===== config.mk =====
export PLATFORM = sky130hd
export DESIGN_NAME = rsa_avm_bridge
export DESIGN_NICKNAME = d
export VERILOG_FILES = /design/src/rtl/rsa_avm_bridge.sv
export SDC_FILE = /design/constraint.sdc
export NUM_CORES = 2
export LEC_CHECK = 0
export CORE_AREA = 2 2 438 440
export CTS_CLUSTER_DIAMETER = 40
export DETAILED_ROUTE_END_ITERATION = 10
export DIE_AREA = 0 0 440 442
export SETUP_SLACK_MARGIN = 0.1
export SLEW_MARGIN = 10
export SYNTH_ARGS = -nofsm -noshare
export SYNTH_HDL_FRONTEND = slang
export SYNTH_SLANG_ARGS = --single-unit

===== constraint.sdc =====
create_clock -name avm_clk -period 31.5 [get_ports avm_clk]
set_input_delay 3.15 -clock avm_clk [delete_from_list [all_inputs] [get_ports avm_clk]]
set_output_delay 3.15 -clock avm_clk [all_outputs]
set_load 0.01 [all_outputs]

===== src/rtl/rsa_avm_bridge.sv =====
// rsa_avm_bridge: Avalon-MM master that pulls modulus, exponent and base bytes
// from a UART, runs the exponentiation core, and sends the result back.
//
//   state     | meaning
//   POLL_RX   | reading status, waiting for a received byte
//   READ_RX   | reading the RX data register, shifting it into N/D/A
//   WAIT_CORE | bus idle, waiting for the core to finish
//   POLL_TX   | reading status, waiting for TX room
//   WRITE_TX  | writing one result byte to the TX register
module rsa_avm_bridge #(
  parameter int KEY_BITS    = 256,
  parameter int OUT_BYTES   = KEY_BITS / 8 - 1,
  parameter int RX_BASE     = 0,
  parameter int TX_BASE     = 4,
  parameter int STATUS_BASE = 8,
  parameter int TX_OK_BIT   = 6,
  parameter int RX_OK_BIT   = 7
) (
  input  logic                avm_clk,
  input  logic                avm_rst,
  output logic [4:0]          avm_address,
  output logic                avm_read,
  input  logic [31:0]         avm_readdata,
  output logic                avm_write,
  output logic [31:0]         avm_writedata,
  input  logic                avm_waitrequest,
  output logic                core_start,
  output logic [KEY_BITS-1:0] core_n,
  output logic [KEY_BITS-1:0] core_d,
  output logic [KEY_BITS-1:0] core_a,
  input  logic [KEY_BITS-1:0] core_result,
  input  logic                core_finished,
  input  logic                key_reload,
  output logic [15:0]         block_count
);

  localparam int KB = KEY_BITS / 8;
  localparam int CW = $clog2(KB + 1);

  typedef enum logic [2:0] {POLL_RX, READ_RX, WAIT_CORE, POLL_TX, WRITE_TX} state_t;
  typedef enum logic [1:0] {PH_N, PH_D, PH_A} phase_t;

  state_t              state_q, state_d;
  phase_t              phase_q;
  logic [CW-1:0]       cnt_q;
  logic [KEY_BITS-1:0] tx_shift_q;
  logic                reload_pending_q;

  logic [4:0]  addr_d;
  logic        read_d, write_d, start_d;
  logic [31:0] wdata_d;
  logic        xfer, rx_take, rx_last, tx_load, tx_sent, tx_last;

  // Only the low byte and the two status flags of readdata carry information.
  logic unused_readdata;
  assign unused_readdata = ^avm_readdata[31:8];

  assign xfer = (avm_read | avm_write) & ~avm_waitrequest;

  // Next-state and next bus request; bus outputs only move on completion.
  always_comb begin
    state_d = state_q;
    addr_d  = avm_address;
    read_d  = avm_read;
    write_d = avm_write;
    wdata_d = avm_writedata;
    start_d = 1'b0;
    rx_take = 1'b0;
    rx_last = 1'b0;
    tx_load = 1'b0;
    tx_sent = 1'b0;
    tx_last = 1'b0;
    case (state_q)
      POLL_RX: begin
        if (xfer && avm_readdata[RX_OK_BIT]) begin
          addr_d  = 5'(RX_BASE);
          state_d = READ_RX;
        end
      end
      READ_RX: begin
        if (xfer) begin
          rx_take = 1'b1;
          rx_last = (cnt_q == CW'(KB - 1));
          if (rx_last && phase_q == PH_A) begin
            read_d  = 1'b0;
            start_d = 1'b1;
            state_d = WAIT_CORE;
          end else begin
            addr_d  = 5'(STATUS_BASE);
            state_d = POLL_RX;
          end
        end
      end
      WAIT_CORE: begin
        if (core_finished) begin
          tx_load = 1'b1;
          read_d  = 1'b1;
          addr_d  = 5'(STATUS_BASE);
          state_d = POLL_TX;
        end
      end
      POLL_TX: begin
        if (xfer && avm_readdata[TX_OK_BIT]) begin
          read_d  = 1'b0;
          write_d = 1'b1;
          addr_d  = 5'(TX_BASE);
          wdata_d = {24'd0, tx_shift_q[KEY_BITS-1 -: 8]};
          state_d = WRITE_TX;
        end
      end
      WRITE_TX: begin
        if (xfer) begin
          tx_sent = 1'b1;
          tx_last = (cnt_q == CW'(OUT_BYTES - 1));
          write_d = 1'b0;
          wdata_d = 32'd0;
          read_d  = 1'b1;
          addr_d  = 5'(STATUS_BASE);
          state_d = tx_last ? POLL_RX : POLL_TX;
        end
      end
      default: begin
        read_d  = 1'b1;
        write_d = 1'b0;
        wdata_d = 32'd0;
        addr_d  = 5'(STATUS_BASE);
        state_d = POLL_RX;
      end
    endcase
  end

  // State and registered bus/start outputs.
  always_ff @(posedge avm_clk or posedge avm_rst) begin
    if (avm_rst) begin
      state_q       <= POLL_RX;
      avm_address   <= 5'(STATUS_BASE);
      avm_read      <= 1'b1;
      avm_write     <= 1'b0;
      avm_writedata <= 32'd0;
      core_start    <= 1'b0;
    end else begin
      state_q       <= state_d;
      avm_address   <= addr_d;
      avm_read      <= read_d;
      avm_write     <= write_d;
      avm_writedata <= wdata_d;
      core_start    <= start_d;
    end
  end

  // Operand loading, result shifting, byte counter, phase and block count.
  // The result is pre-shifted so the first byte to send sits at the top.
  always_ff @(posedge avm_clk or posedge avm_rst) begin
    if (avm_rst) begin
      core_n      <= '0;
      core_d      <= '0;
      core_a      <= '0;
      tx_shift_q  <= '0;
      cnt_q       <= '0;
      phase_q     <= PH_N;
      block_count <= 16'd0;
    end else begin
      if (rx_take) begin
        case (phase_q)
          PH_N:    core_n <= {core_n[KEY_BITS-9:0], avm_readdata[7:0]};
          PH_D:    core_d <= {core_d[KEY_BITS-9:0], avm_readdata[7:0]};
          default: core_a <= {core_a[KEY_BITS-9:0], avm_readdata[7:0]};
        endcase
        if (rx_last) begin
          cnt_q <= '0;
          if (phase_q == PH_N)      phase_q <= PH_D;
          else if (phase_q == PH_D) phase_q <= PH_A;
        end else begin
          cnt_q <= cnt_q + CW'(1);
        end
      end
      if (tx_load) begin
        tx_shift_q <= core_result << (8 * (KB - OUT_BYTES));
        cnt_q      <= '0;
      end
      if (tx_sent) begin
        tx_shift_q <= tx_shift_q << 8;
        if (tx_last) begin
          cnt_q       <= '0;
          block_count <= block_count + 16'd1;
          phase_q     <= reload_pending_q ? PH_N : PH_A;
        end else begin
          cnt_q <= cnt_q + CW'(1);
        end
      end
    end
  end

  // Key reload request; a new request in the consuming cycle wins.
  always_ff @(posedge avm_clk or posedge avm_rst) begin
    if (avm_rst) reload_pending_q <= 1'b0;
    else         reload_pending_q <= key_reload | (reload_pending_q & ~(tx_sent & tx_last));
  end

endmodule


-- Word-level counts from Yosys, hierarchy flattened
Index checks and enable logic that the tools add are counted.
- bits in registers: 1092
- input bits: 293
- output and inout bits: 824
- logic and storage cells: 111
- $add $sub $neg: 2
- equality and inequality tests: 15
- mux-type cells: 53
- bitwise gates (word level): 10
- reductions and logical operators: 17
- operators with widths (operator ; number):
    $mux W256 ; 2
    $pmux W32 S3 ; 1
    $mux W32 ; 2
    $mux W5 ; 6
    $mux W6 ; 5
    $pmux W5 S5 ; 1
    $mux W1 ; 19
    $mux W2 ; 9
    $add A16 B1 Y16 const B ; 1
    $mux W3 ; 5
    $pmux W3 S5 ; 1
    $ne A2 B2 Y1 const B ; 7
    $eq A6 B5 Y1 const B ; 2
    $reduce_and A6 Y1 ; 2
    $reduce_and A2 Y1 ; 4
    $add A6 B1 Y6 const B ; 1
    $eq A3 B2 Y1 const B ; 2
    $not A1 Y1 ; 5
    $pmux W1 S5 ; 1
    $reduce_and A5 Y1 ; 1
    $and A1 B1 Y1 ; 3
    $eq A3 B1 Y1 const B ; 1
    $eq A3 B3 Y1 const B ; 1
    $logic_and A1 B1 Y1 ; 3
    other kinds (11) ; 12

-- Depth between registers and ports, before layout
- depth in word-level cells: 8
- mapped depth: 7
- mapped depth without buffers: 5

-- Least setup slack after synthesis
No wires, ideal clock.
- kind: input to register
- start: in avm_waitrequest
- end: reg core_a[0]
- library setup time: 128 ps
- data arrival time: 4341 ps
- data required time: 31372 ps
- path slack: 27032 ps
- cell stages on the path: 6
- buffers on the path: 2
- path through: o21bai_2 nor3_2 nand2_1 clkbuf_1 buf_2 mux2_1
- cells in the longest elaborated chain, start to end: 5
- ends and longest elaborated chain (item ; line ; RTL):
    start, declared ; 26 ; input logic avm_waitrequest,
    $not A1 Y1 ; 58 ; assign xfer = (avm_read | avm_write) & ~avm_waitrequest;
    $and A1 B1 Y1 ; 58 ;
    $mux W1 ; 81 ; if (xfer) begin
    $mux W1 ; 73 ; case (state_q)
    $reduce_and A2 Y1 (no line) ; -- ;
    end signal, assigned ; 167 ; default: core_a <= {core_a[KEY_BITS-9:0], avm_readdata[7:0]};
    end, declared ; 30 ; output logic [KEY_BITS-1:0] core_a,
No other way between the ends.
A chain may end at the register's enable or synchronous reset.

==> metrics.txt <==
IO Pins=between 1000 and 1500; total power=roughly 3.9 mW; Final period util=0.236; Worst Setup SP=avm_rst; Unique masters post-synth=51; Sw Ratio=0.256; number of global-route vias before repair=28100; WP data arrival=between 8 and 9 ns; CTS Hold Bufs=0; Initial Utilization=0.216; chip width=around 440 µm; Reg-to-Reg Start=state_q[0]; hpwl dp=between 100000 and 150000 µm; first-pass GRT wire length=198000 µm; Post-synth EDFFs=0; antenna violations before repair=33; nets@finish=about 4300; share of the yosys chip area belonging to registers=0.647; CTS Root Buffer Type=clkbuf_16; yosys warns=0; TritonCTS clock tree=built; Primary FF master, synth=dfrtp_1; Fmax achieved=about 130 MHz; largest net degree at the start of global routing=around 210; category of the most critical setup path=in -> async; grt total ovfl=0; gp weighted congestion=0.854; GRT Overall Usage=0.137; clock sinks=1057; core area=190000 µm²; most common cell after layout, fill and taps aside=clkdlybuf4s50_1; wire length per cell=a little over 20 µm; Register-to-Register Path Depth=6; final hold violation count=0; vias per cell=4.16; data required time of the worst path=between 30 and 40 ns; most frequent cells in the layout=clkdlybuf4s50_1 (1057), dfrtp_1 (1055), mux2_2 (681); leakage=about 29 nW; Hold Crit Class=reg -> reg; # setup viols final=0; remaining antenna violation count after routing=0; die height=approximately 440 µm; gate count after technology mapping=slightly below 3000; Post-synth ARST share=1.00; reg2reg end=tx_shift_q[213]; PwrDens=roughly 65 nW/µm²; TritonCTS buffer count=between 150 and 200; cell area after synthesis=40900 µm²; clk slew on worst S/H paths=approximately 0.060 ns; hold path depth=2; Worst Skew=between 0.04 and 0.05 ns; RSZ-0062 raised after global routing=false; CTS Buffer Depth=3; die area=between 150000 and 200000 µm²; Clock Power Share=0.519; drt first pass iters=7; H-tree levels=4; Slew headroom=0.241; Slew Limit Fails=0; startpoint type of the worst setup path=input port; status=finished clean; minimum period implied by the final worst setup slack=7.42 ns; Site Rows=160; vias after detailed routing=between 20000 and 30000; Port Buf Inserts=~1100; layout cells sized above 1=0.250; P_sw=around 1000 µW; maxcap violations=0; DRT iter0 DRCs=1719; crit path max fanout=150; worst-case hold path end point=tx_shift_q[29]; hold path start=tx_shift_q[21]; worst-skew pair later-pin latency=between 0.8 and 0.9 ns; DRT Wirelength=137000 µm; P&R area growth vs syn=47.5%; sequential fraction of design power=0.381; total negative slack=0 ns; DRC errors left=0; mean post-synth cell area=between 10 and 15 µm²; setup bufs post-CTS=0; Peak VDD IR=between 0.00004 and 0.00005 V; post-CTS sizing=0; worst-margin pin slew=1.14 ns; Yosys reg bits=between 1000 and 1500; Comb power frac=0.100; Worst setup EP type=async pin; Int Pwr=just under 3 mW; reg2reg setup slack=roughly 27 ns
==> routing by layer <==
metal / vias up / wire (µm) / GRT usage
met3: 279 / 10000 / 0.0466
met5: - / 252 / 0
li1: 12500 / - / -
met4: 38 / 6370 / 0.0698
met1: 14100 / 50700 / 0.148
met2: 845 / 69700 / 0.236
==> Yosys cell counts (8+ instances only) <==
master,instances,share of area
nor2_1,10,0.00092
inv_1,10,0.00092
buf_2,140,0.017
a22o_1,8,0.0017
mux2_2,681,0.19
mux2_1,88,0.024
dfrtp_1,1055,0.65
nand4_1,11,0.0017
clkbuf_1,25,0.0023
buf_4,35,0.0064
o21ai_0,14,0.0017
xnor2_1,13,0.0028
a22oi_1,240,0.044
nand2_1,516,0.047
nand3_1,12,0.0015
==> kinds of logic after synthesis <==
family | count (synthesis) | synth area share
compound gates | 295 | 0.0531
simple gates | 575 | 0.0560
flops | 1057 | 0.647
mux | 770 | 0.212
xor+xnor | 16 | 0.00343
buf+inv | 210 | 0.0268
other cells | 1 | 0.0000917
fa+ha+maj | 7 | 0.00214
==> metrics by stage <==
| step | hold WS (ns) | setup slack [ns] | utilization | instance area [µm²] | cells |
|---|---|---|---|---|---|
| 6_report | 0.463 | 24.08 | 0.318 | 60400 | 6690 |
| 5_1_grt | 0.481 | 23.29 | 0.318 | 60300 | 6689 |
| 4_1_cts | 0.457 | 23.88 | 0.318 | 60300 | 6678 |
| 3_5_place_dp | 0.463 | 23.00 | 0.285 | 54000 | 6354 |
| 3_3_place_gp | 0.459 | 23.02 | 0.285 | 54000 | 6354 |
| 2_1_floorplan | 0.446 | 13.78 | - | 41000 | 2957 |
==> worst max-delay path, cell delays in order <==
cell	delay, ns
clkdlybuf4s50_1	0.45
clkinvlp_4	0.62
buf_4	0.81
buf_12	0.58
buf_4	0.72
buf_4	0.65
buf_4	0.80
==> power by group through the flow <==
| stage | clock network, mW | registers, mW | logic, mW |
|---|---|---|---|
| floorplan | 0 | 1.52 | 0.146 |
| global placement | 0 | 1.51 | 0.396 |
| detailed placement | 0 | 1.51 | 0.400 |
| CTS | 2.07 | 1.49 | 0.401 |
| global route | 2.14 | 1.49 | 0.413 |
| finish | 2.02 | 1.48 | 0.390 |
==> sequential cells by signal, summed over array words and instances (netlist names), 2 cells and up <==
register	count
avm_address	2
avm_writedata	8
block_count	16
cnt_q	6
core_a	256
core_d	256
core_n	256
phase_q	2
state_q	3
tx_shift_q	248
==> how the worst max path moves through the flow <==
stage | depth (start not counted) | endpoint | slack, ns
3_3_place_gp | 7 | core_n[87] | 23.02
6_report | 7 | cnt_q[0] | 24.08
3_5_place_dp | 7 | core_n[95] | 23.00
2_1_floorplan | 1 | avm_address[2] | 13.78
4_1_cts | 7 | cnt_q[0] | 23.88
5_1_grt | 7 | state_q[2] | 23.29
==> cell type report <==
class                      instances  area, µm²
sequential                      1057      26500
clock inverter                   120       1640
clock buffer                     204       4680
timing repair buffer            1086      10900
tap                             2511       3140
multi-input combinational       1690      13500
fill                           18900     129000
inverter                          10       41.3
antenna                           12       30.0
No activity file was read; power rests on OpenSTA's default activity.
==> patch: new RTL, same settings <==
`avm_writedata` no longer has a reset.
--- a/src/rtl/rsa_avm_bridge.sv
+++ b/src/rtl/rsa_avm_bridge.sv
@@ -137,5 +137,4 @@
       avm_read      <= 1'b1;
       avm_write     <= 1'b0;
-      avm_writedata <= 32'd0;
       core_start    <= 1'b0;
     end else begin
@@ -144,7 +143,10 @@
       avm_read      <= read_d;
       avm_write     <= write_d;
-      avm_writedata <= wdata_d;
       core_start    <= start_d;
     end
+  end
+
+  always_ff @(posedge avm_clk) begin
+    avm_writedata <= wdata_d;
   end
 
Check against the original RTL: not settled (the Yosys comparison gave no result); the edit may change what the design does.
==> patch against the original RTL <==
  * Highest routed layer is now met4
  * Setup slack got worse by 340 ps
  * Final area is 0.39% higher
  * Power increased by 14%
  * Critical endpoint is now core_a[174]
  * Area after synthesis up 0.29%
  * Clock skew is 7.9 ps lower
  * Via count grew 0.29%
  * Wire length rose by 5.0%
  * Critical path type unchanged
  * Non-clock buffer count grew 6
  * Fmax decreased by 4.3%
  * Final cell count grew 0.27%
  * Sequential cell count unchanged
==> patch: results (changes against the original RTL) <==
CP Max Fanout -> 75 (-50%)
Initial drt markers -> 1,866 (+8.6%)
GRT Overall Usage -> 0.144 (+0.00641)
Post-synth ARST share -> 0.992 (-0.00757)
Status -> finished clean
Layout Nets -> 4,328 (+0.19%)
Met1 wire length -> 55.8 mm (+10%)
Met2 Wirelength -> 73.6 mm (+5.5%)
Pleak -> 28.3 nW (-1.3%)
Critical Path Max Stage Delay -> 880 ps (+70 ps)
Wire length on met3 -> 8.68 mm (-13%)
GPL Wtd Cong -> 0.885 (+3.6%)
Clk_skew -> 41.8 ps (-7.85 ps)
Wire per inst -> 21.5 µm (+4.7%)
Share of layout cells above drive strength 1 -> 0.261 (+0.0112)
R2r setup slk -> 26,990 ps (-210 ps)
Routed via count -> 27,900 (+0.29%)
Antenna violations before repair -> 24 (-27%)
Dpl cells -> 6,360 (+0.094%)
Top post-synthesis cells by count -> dfrtp_1, mux2_2, nand2_1, a22oi_1, buf_2
Worst skew pair latency -> 790 ps (-40 ps)
Unique cell type count in the Yosys netlist -> 56 (+9.8%)
Number of synthesized flops with an enable pin -> 8 (+8)
Final cell area excluding filler cells -> 0.0606 mm² (+0.39%)
Num CTS Buffers -> 177 (+1.1%)
P_clk -> 2.08 mW (+3%)
Seq/Total Area, Yosys -> 0.646 (-0.000877)
Hpwl dp -> 107 mm (+5.1%)
## patch: final cells by class
type / instances / area share
diodes: 21 / 0.000867
clock buffers: 206 / 0.0776
clock inverters: 121 / 0.0294
inverters: 13 / 0.000867
multi-input cells: 1687 / 0.223
flip-flops and latches: 1057 / 0.437
well taps: 2511 / 0.0519
repair buffers: 1092 / 0.180
## patch: kinds of logic after synthesis
logic type | Yosys count | synth area share
flip-flops | 1057 | 0.646
multiplexers | 772 | 0.212
AND/OR/NAND/NOR | 578 | 0.0570
AO/OA/AOI/OAI | 287 | 0.0512
buffers and inverters | 214 | 0.0287
XOR/XNOR | 16 | 0.00342
adder cells (fa/ha/maj) | 7 | 0.00213
other | 1 | 0.0000914
## patch: layer usage
layer	track usage	up-vias
met3	0.0409	239
met5	0	-
met4	0.0659	0
met2	0.246	826
met1	0.165	14300
li1	-	12600
## patch: worst max-delay path: cells and delay by family
| family | cells | cell delay [ps] |
|---|---|---|
| buffers and inverters | 8 | 5210 |
## patch: metrics by stage
| step | setup slack (ps) | total power, mW |
|---|---|---|
| 2_1_floorplan | 13890 | 2.06 |
| 3_3_place_gp | 22670 | 2.38 |
| 3_5_place_dp | 22600 | 2.40 |
| 4_1_cts | 23470 | 4.52 |
| 5_1_grt | 22930 | 4.66 |
| 6_report | 23740 | 4.45 |
## patch: final timing paths
check                                 start         endpoint  cells after the start
max in group avm_clk          core_finished  tx_shift_q[245]                      7
min                        reload_pending_q       phase_q[1]                      1
max                                 avm_rst      core_a[174]                      8
min in group asynchronous           avm_rst  tx_shift_q[137]                      2
max reg2reg                      state_q[1]       core_d[16]                      6
min reg2reg                reload_pending_q       phase_q[1]                      1
